==> src/rtl/msu_pkg.sv <==
// Shared constants and types for the MSU1 data channel: register map, status layout, ID string
// and the seek FSM states.
package msu_pkg;

  localparam logic [2:0] REG_STATUS = 3'd0;
  localparam logic [2:0] REG_DATA   = 3'd1;
  localparam logic [2:0] REG_SEEK0  = 3'd0;
  localparam logic [2:0] REG_SEEK1  = 3'd1;
  localparam logic [2:0] REG_SEEK2  = 3'd2;
  localparam logic [2:0] REG_SEEK3  = 3'd3;

  localparam int unsigned STATUS_BUSY_BIT  = 7;
  localparam int unsigned STATUS_AUDIO_LSB = 3;
  localparam int unsigned STATUS_VER_LSB   = 0;

  localparam logic [47:0] MSU_ID = "S-MSU1";

  typedef enum logic [1:0] {
    StIdle,
    StSeekAck,
    StSeekDone
  } msu_state_e;

  // ID characters live at $2002-$2007, first character at the lowest address.
  function automatic logic [7:0] msu_id_byte(input logic [2:0] addr);
    logic [7:0] b;
    case (addr)
      3'd2:    b = MSU_ID[47:40];
      3'd3:    b = MSU_ID[39:32];
      3'd4:    b = MSU_ID[31:24];
      3'd5:    b = MSU_ID[23:16];
      3'd6:    b = MSU_ID[15:8];
      3'd7:    b = MSU_ID[7:0];
      default: b = 8'h00;
    endcase
    return b;
  endfunction

endpackage

==> src/rtl/msu_pulse_stretch.sv <==
// Retriggerable pulse stretcher: output stays high for exactly Hold cycles after the last trigger.
module msu_pulse_stretch #(
  parameter int unsigned Hold = 16
) (
  input  logic clk_i,
  input  logic rst_ni,
  input  logic trig_i,
  input  logic clr_i,
  output logic pulse_o
);

  localparam int unsigned CntW = (Hold > 1) ? $clog2(Hold) : 1;
  localparam logic [CntW-1:0] Load = CntW'(Hold - 1);

  logic [CntW-1:0] cnt_d, cnt_q;
  logic            pulse_d, pulse_q;

  always_comb begin
    cnt_d   = cnt_q;
    pulse_d = pulse_q;
    if (clr_i) begin
      cnt_d   = '0;
      pulse_d = 1'b0;
    end else if (trig_i) begin
      cnt_d   = Load;
      pulse_d = 1'b1;
    end else if (pulse_q) begin
      if (cnt_q == '0) begin
        pulse_d = 1'b0;
      end else begin
        cnt_d = cnt_q - 1'b1;
      end
    end
  end

  always_ff @(posedge clk_i or negedge rst_ni) begin
    if (!rst_ni) begin
      cnt_q   <= '0;
      pulse_q <= 1'b0;
    end else begin
      cnt_q   <= cnt_d;
      pulse_q <= pulse_d;
    end
  end

  assign pulse_o = pulse_q;

endmodule

==> src/rtl/msu_data_port.sv <==
// SNES-side MSU1 data port: register decode, seek handshake and byte streaming to msu_data_store.
// Optional build macro MSU_DATA_CLAMP_EN stops reads at data_size.
module msu_data_port
  import msu_pkg::*;
#(
  parameter int unsigned NEXT_HOLD = 16,
  parameter logic [2:0]  VERSION   = 3'd1
) (
  input  logic        clk_sys,
  input  logic        reset_n,
  input  logic [2:0]  bus_addr,
  input  logic        bus_rd,
  input  logic        bus_wr,
  input  logic [7:0]  bus_din,
  output logic [7:0]  bus_dout,
  input  logic [3:0]  audio_status,
  input  logic [31:0] data_size,
  output logic [31:0] rd_addr,
  output logic        rd_seek,
  input  logic        rd_seek_done,
  output logic        rd_next,
  input  logic [7:0]  rd_dout,
  output logic        data_busy
);

  msu_state_e  state_d, state_q;
  logic [31:0] latch_d, latch_q;
  logic [31:0] rd_addr_d, rd_addr_q;
  logic        rd_seek_d, rd_seek_q;
  logic        data_busy_d, data_busy_q;
  logic        pending_d, pending_q;

  logic wr_seek3, rd_data, at_end, next_trig, next_clr;

  assign wr_seek3  = bus_wr && (bus_addr == REG_SEEK3);
  // A simultaneous write suppresses the read side effect.
  assign rd_data   = bus_rd && !bus_wr && (bus_addr == REG_DATA);
  assign next_trig = rd_data && (state_q == StIdle) && !at_end;

`ifdef MSU_DATA_CLAMP_EN
  assign at_end = (rd_addr_q >= data_size);
`else
  assign at_end = 1'b0;
  logic unused_data_size;
  assign unused_data_size = ^data_size;
`endif

  always_comb begin
    state_d     = state_q;
    latch_d     = latch_q;
    rd_addr_d   = rd_addr_q;
    rd_seek_d   = rd_seek_q;
    data_busy_d = data_busy_q;
    pending_d   = pending_q;
    next_clr    = 1'b0;

    if (bus_wr) begin
      case (bus_addr)
        REG_SEEK0: latch_d[7:0]   = bus_din;
        REG_SEEK1: latch_d[15:8]  = bus_din;
        REG_SEEK2: latch_d[23:16] = bus_din;
        REG_SEEK3: latch_d[31:24] = bus_din;
        default:   ;
      endcase
    end

    unique case (state_q)
      StIdle: begin
        if (wr_seek3) begin
          rd_addr_d   = {bus_din, latch_q[23:0]};
          data_busy_d = 1'b1;
          rd_seek_d   = 1'b1;
          next_clr    = 1'b1;
          state_d     = StSeekAck;
        end else if (next_trig) begin
          rd_addr_d = rd_addr_q + 32'd1;
        end
      end
      StSeekAck: begin
        rd_seek_d = 1'b1;
        if (wr_seek3) pending_d = 1'b1;
        if (!rd_seek_done) state_d = StSeekDone;
      end
      StSeekDone: begin
        if (wr_seek3) pending_d = 1'b1;
        if (rd_seek_done) begin
          rd_seek_d = 1'b0;
          // A late byte-3 write in this very cycle still counts as pending.
          if (pending_q || wr_seek3) begin
            pending_d = 1'b0;
            rd_addr_d = latch_d;
            next_clr  = 1'b1;
            state_d   = StSeekAck;
          end else begin
            data_busy_d = 1'b0;
            state_d     = StIdle;
          end
        end
      end
      default: state_d = StIdle;
    endcase
  end

  always_ff @(posedge clk_sys or negedge reset_n) begin
    if (!reset_n) begin
      state_q     <= StIdle;
      latch_q     <= '0;
      rd_addr_q   <= '0;
      rd_seek_q   <= 1'b0;
      data_busy_q <= 1'b0;
      pending_q   <= 1'b0;
    end else begin
      state_q     <= state_d;
      latch_q     <= latch_d;
      rd_addr_q   <= rd_addr_d;
      rd_seek_q   <= rd_seek_d;
      data_busy_q <= data_busy_d;
      pending_q   <= pending_d;
    end
  end

  msu_pulse_stretch #(
    .Hold (NEXT_HOLD)
  ) u_next_stretch (
    .clk_i   (clk_sys),
    .rst_ni  (reset_n),
    .trig_i  (next_trig),
    .clr_i   (next_clr),
    .pulse_o (rd_next)
  );

  always_comb begin
    bus_dout = 8'h00;
    case (bus_addr)
      REG_STATUS: begin
        bus_dout[STATUS_BUSY_BIT]                = data_busy_q;
        bus_dout[STATUS_AUDIO_LSB +: 4]          = audio_status;
        bus_dout[STATUS_VER_LSB +: 3]            = VERSION;
      end
      REG_DATA:   bus_dout = ((state_q == StIdle) && !at_end) ? rd_dout : 8'h00;
      default:    bus_dout = msu_id_byte(bus_addr);
    endcase
  end

  assign rd_addr   = rd_addr_q;
  assign rd_seek   = rd_seek_q;
  assign data_busy = data_busy_q;

endmodule

==> config.mk <==
export PLATFORM = sky130hd
export DESIGN_NAME = msu_data_port
export DESIGN_NICKNAME = d
export VERILOG_FILES = /design/src/rtl/msu_pkg.sv /design/src/rtl/msu_pulse_stretch.sv /design/src/rtl/msu_data_port.sv
export SDC_FILE = /design/constraint.sdc
export NUM_CORES = 1
export LEC_CHECK = 0
export ABC_AREA = 1
export CORE_MARGIN = 5
export CORE_UTILIZATION = 57
export CTS_BUF_LIST = sky130_fd_sc_hd__clkbuf_4
export CTS_CLUSTER_SIZE = 30
export DETAILED_ROUTE_END_ITERATION = 10
export PLACE_DENSITY_LB_ADDON = 0.05
export SYNTH_ARGS = -nofsm -noshare
export SYNTH_HDL_FRONTEND = slang
export SYNTH_SLANG_ARGS = --single-unit
==> constraint.sdc <==
create_clock -name clk_sys -period 2.6 [get_ports clk_sys]
set_input_delay 0.52 -clock clk_sys [delete_from_list [all_inputs] [get_ports clk_sys]]
set_output_delay 0.52 -clock clk_sys [all_outputs]
set_load 0.005 [all_outputs]
# ---- After elaboration in Yosys (flattened, before gate mapping)
# Index checks and enable logic that the tools add are counted.
dict set report op_classes {
  addsub 2
  n_eq_ne 16
  mux 40
  n_reduce_logical 19
}
# op count
set op_table {}
lappend op_table {{two-way mux 32 bit} 5}
lappend op_table {{one-hot mux 32 bit (2 select lines)} 1}
lappend op_table {{two-way mux 8 bit} 5}
lappend op_table {{one-hot mux 7 bit (5 select lines)} 1}
lappend op_table {{adder 32 x 1 -> 32 bit, second input constant} 1}
lappend op_table {{two-way mux 4 bit} 4}
lappend op_table {{one-hot mux 8 bit (2 select lines)} 1}
lappend op_table {{two-way mux 1 bit} 15}
lappend op_table {{== test 3 bit, second input constant} 4}
lappend op_table {{!= test 2 bit, second input constant} 5}
lappend op_table {{AND reduction 4 bit} 2}
lappend op_table {{== test 3 x 2 -> 1 bit, second input constant} 2}
lappend op_table {{two-way mux 2 bit} 3}
lappend op_table {{!= test 3 bit, second input constant} 2}
lappend op_table {{one-hot mux 1 bit (2 select lines)} 3}
lappend op_table {{one-hot mux 2 bit (3 select lines)} 1}
lappend op_table {{AND reduction 3 bit} 2}
lappend op_table {{nonzero test 3 bit} 2}
lappend op_table {{logical AND 1 bit} 4}
lappend op_table {{logical NOT 4 bit} 1}
lappend op_table {{nonzero test 2 bit} 2}
lappend op_table {{subtractor 4 x 1 -> 4 bit, second input constant} 1}
lappend op_table {{== test 3 x 1 -> 1 bit, second input constant} 1}
lappend op_table {{logical NOT 3 bit} 1}
lappend op_table {{other kinds (8)} 8}
dict set report totals {
  reg_bits 74
  input_bits 60
  elab_cells 85
}

# ---- Logic depth before layout (Yosys ltp)
dict set report depth {
  depth_word 8
  mapped_depth 11
  depth_no_buf 11
}

# ---- Hierarchy
# A second synthesis with hierarchy kept.
dict set report hier_totals {
  hier_cells 723
  hier_area_um2 4847.1
}
# mod instances cells_per_inst area_each_um2 seq_area_each_um2
set modules_own_cells {}
lappend modules_own_cells {msu_data_port 1 684 4553.1 1726.7}
lappend modules_own_cells {msu_pulse_stretch 1 39 294.0 125.1}

# ---- Worst setup path after synthesis
# Ideal clock, no wire load.
dict set report synth_timing {
  path_kind {reg2out}
  start {register state_q[1]}
  end {output bus_dout[5]}
  arrival_time_ps 1289
  required_time_ps 2080
  path_slack_ps 791
  path_stages_with_launch 6
  n_path_buf 0
  path_cell_list {dfrtp_1 > inv_1 > ha_1 > inv_1 > nor2_1 > a221o_1}
}
dict set report synth_between {
  elab_chain_cells 3
}
# item line
set synth_rtl {}
lappend synth_rtl {{start: declaration} msu_data_port.sv:26} ;# msu_state_e state_d, state_q;
lappend synth_rtl {{start signal: assignment} msu_data_port.sv:106} ;# state_q <= StIdle;
lappend synth_rtl {{start signal: assignment} msu_data_port.sv:113} ;# state_q <= state_d;
lappend synth_rtl {{logical NOT 2 bit} msu_data_port.sv:140} ;# REG_DATA: bus_dout = ((state_q == StIdle) && !at_end) ? rd_dout : 8'h00;
lappend synth_rtl {{two-way mux 8 bit} msu_data_port.sv:140}
lappend synth_rtl {{one-hot mux 8 bit (2 select lines)} msu_data_port.sv:134} ;# case (bus_addr)
lappend synth_rtl {{end: declaration} msu_data_port.sv:15} ;# output logic [7:0] bus_dout,
# Every way passes these cells.

# ---- Final worst setup path
dict set report layout_timing {
  start {register state_q[0]}
  end {output bus_dout[1]}
}
# Same word-level chain as after synthesis.

==> results.toml <==
[run_status]
outcome = "finished clean"

[sta]
worst_slew_pin_slew_ns = 0.493
final.setup.tns_ns = 0
fmax_mhz = 398
hold_violations = 0
finClkSkew_ns = 0.0121
finalSetupViolations = 0
rsz0062_at_grt = "no"
finalMaxSlewViolations = 0
period_share = 0.967
fin_crit_ns = 2.51
timing.slew.headroom = 0.671

[routing]
vias_per_cell = 5.48
finalWirelength_microns = 13300
wl_per_cell_microns = 14.5
drc_errors = 0
drt_iter0_drc = 317
via_count = 4999
firstDrtPassIters = 6
ant_nets = 0

[worst_setup_path]
cp_slowest_stage_delay_ns = 0.52
r2r_cells = 9
crit_path_end_kind = "output port"
cp_max_fo = 5
required_ns = 2.08
setup.worst_path.start_class = "register"
worstPathArrival_ns = 1.99
cp_slowest_cell = "clkdlybuf4s50_1"
crit_type = "register to output port"
path_cells = "inv_1, ha_2, buf_4, a21oi_1, o22ai_1, clkdlybuf4s50_1"

[clock_tree]
cts-root-buf = "clkbuf_4"
clkSlewWorstSetupHoldPaths_ns = 0.13
cts_tree = "yes"
clockBufferDepth = 2
cts_buffers = 9
clk-insertion-delay-late_ns = 0.43
cts_max_level = 3
cts_sinks = 74

[synthesis]
synth_cells = 717
synth_compound_area_frac = 0.131
yosysUniqueCellTypes = 36
synthXorXnorAreaFrac = 0.00924
yosysSeqAreaShare = 0.391
synthMuxAreaShare = 0
synthAdderAreaFrac = 0.0211
synth-simple-area-share = 0.348
synth_area_per_cell_sq_um = 6.61
yosysWarnings = 0
synth_seq_cells = 74
synth_nets = 785
synth_top_family_by_area = "simple AND/OR/NAND/NOR gates"
synth_area_sq_um = 4740

[finish]
nFillCells = 689
final_area_sq_um = 5850
final_nets = 871
drive_gt1_frac = 0.0804
antenna_cells = 0
area_growth_pct = 23.5

[grt]
grt_pass1_vias = 4681
grt_max_degree = 66
grt_pass1_wl_microns = 22200
antenna_found_initial = 0
gr-total-overflow = 0
grt.total_usage = 0.270

[power_and_ir_drop]
swShare = 0.460
peakVddDrop_uv = 482
p_switching_mw = 2.83
p_comb_frac = 0.555
power_frac_seq = 0.325
power.internal_mw = 3.33
p_leak_nw = 3.02
pwr-share-clk = 0.120
power.density_nw_per_um2 = 1050
finalPower_mw = 6.16

[placed_design]
place_area_sq_um = 5690
gp_congestion = 0.919
portBuffers = 70
dp_hpwl_microns = 9640

[die]
io_pins = 103
rows = 33
start_util = 0.579
core_area_sq_um = 8180
die_h_microns = 101
design.die.area_sq_um = 10200
dieWidth_microns = 101

[flow_run]
maxCapViolCount = 0

[min_path]
min_path_type = "input port to asynchronous set/reset pin"
==> cells by family (layout without fill, tap and decap cells) <==
kind of cell | after synthesis | count (layout)
AND/OR/NAND/NOR | 400 | 400
buffers and inverters | 116 | 207
AO/OA/AOI/OAI | 114 | 114
flip-flops | 74 | 74
adder cells (fa/ha/maj) | 8 | 8
XOR/XNOR | 5 | 5
==> state kept, by name (all words and copies together), names as in the netlist <==
signal,cells
rd_addr,32
state_q,2
data_busy,1
rd_seek,1
latch_q,32
u_next_stretch.cnt_q,4
pending_q,1
u_next_stretch.pulse_o,1
==> cell usage after synthesis <==
master | n | area, sq um
nand2_2 | 2 | 12.5
o31ai_1 | 2 | 15.0
xnor2_1 | 2 | 17.5
o21a_1 | 2 | 15.0
a22o_1 | 1 | 8.76
nand3_1 | 45 | 225
ha_1 | 8 | 100
o211ai_1 | 7 | 52.6
and2_1 | 1 | 6.26
o22ai_1 | 1 | 6.26
nand4_1 | 6 | 37.5
dfrtp_1 | 74 | 1850
o21ai_1 | 11 | 55.1
buf_1 | 2 | 7.51
o2111ai_1 | 1 | 8.76
a221o_1 | 1 | 10.0
buf_4 | 2 | 15.0
a21oi_1 | 48 | 240
nand3_4 | 2 | 35.0
or2_2 | 1 | 6.26
nand4_2 | 1 | 12.5
nand3b_1 | 2 | 15.0
o21ai_0 | 39 | 195
inv_4 | 1 | 6.26
inv_1 | 88 | 330
nor3_1 | 4 | 20.0
nor2_2 | 4 | 25.0
buf_6 | 2 | 22.5
o211ai_2 | 1 | 12.5
xor2_1 | 3 | 26.3
clkbuf_1 | 6 | 22.5
buf_2 | 10 | 50.1
nor2_4 | 1 | 11.3
nor2_1 | 116 | 435
inv_2 | 5 | 18.8
nand2_1 | 215 | 807
==> area by class of cell <==
type	count	area (sq um)	share of cell area
flip-flops and latches	74	1850	0.317
multi-input cells	527	2410	0.413
well taps	105	131	0.0225
repair buffers	97	958	0.164
clock inverters	7	68.8	0.0118
inverters	94	355	0.0607
clock buffers	9	67.6	0.0116
==> critical path: cells and delay by family (launching register included) <==
kind,cells,cell delay (ns)
DFF,1,0.44
buffers and inverters,3,0.74
AOI/OAI and AO/OA,2,0.18
adders and majority gates,1,0.20
==> what timing repair did <==
action	in CTS	in global routing
setup endpoints to repair	6	0
setup buffers	2	0
resized for setup	10	0
hold buffers	1	0
endpoints found under the hold margin	9	0
==> power by group through the flow <==
stage	Combinational, mW	Sequential, mW	Clock [mW]
4_1_cts	3.41	1.99	0.741
3_3_place_gp	3.26	2.01	0
3_5_place_dp	3.35	2.02	0
5_1_grt	3.84	2.08	0.788
2_1_floorplan	2.13	1.92	0
6_report	3.42	2.00	0.737
==> placed cells by master, fill, tap and decap left out, drive strengths merged, types with 3 or more instances in the layout <==
cell type,count
nand2,217
nor2,121
inv,95
dfrtp,74
clkdlybuf4s50,63
o21ai,50
a21oi,48
nand3,47
buf,27
clkbuf,9
o211ai,8
ha,8
nand4,7
dlygate4sd2,6
nor3,4
xor2,3
clkinv,3
==> metal layers <==
layer / track usage / share of wire
met4: 0.0961 / 0.021
met3: 0.0379 / 0.086
met2: 0.425 / 0.45
met1: 0.382 / 0.44
met5: 0 / 0
==> through the flow <==
step           hold WS [ns]  worst slack (ns)  utilization  instances
2_1_floorplan         0.224             0.791            -        717
3_3_place_gp          0.358           -0.0338        0.696        894
3_5_place_dp          0.362           -0.0441        0.696        894
4_1_cts               0.434            0.0951        0.715        913
5_1_grt               0.444            0.0305        0.715        913
6_report              0.444            0.0864        0.715        913
==> worst paths after layout <==
path	start	slack [ns]	endpoint
worst max-delay path	state_q[0]	0.09	bus_dout[1]
worst min-delay path	reset_n	0.44	state_q[0]
worst max register to register	state_q[0]	0.67	rd_addr[29]
worst min register to register	latch_q[28]	0.49	latch_q[28]
max in group asynchronous	reset_n	1.58	latch_q[25]
min in group clk_sys	latch_q[28]	0.49	latch_q[28]
(Power assumes the default switching activity.)
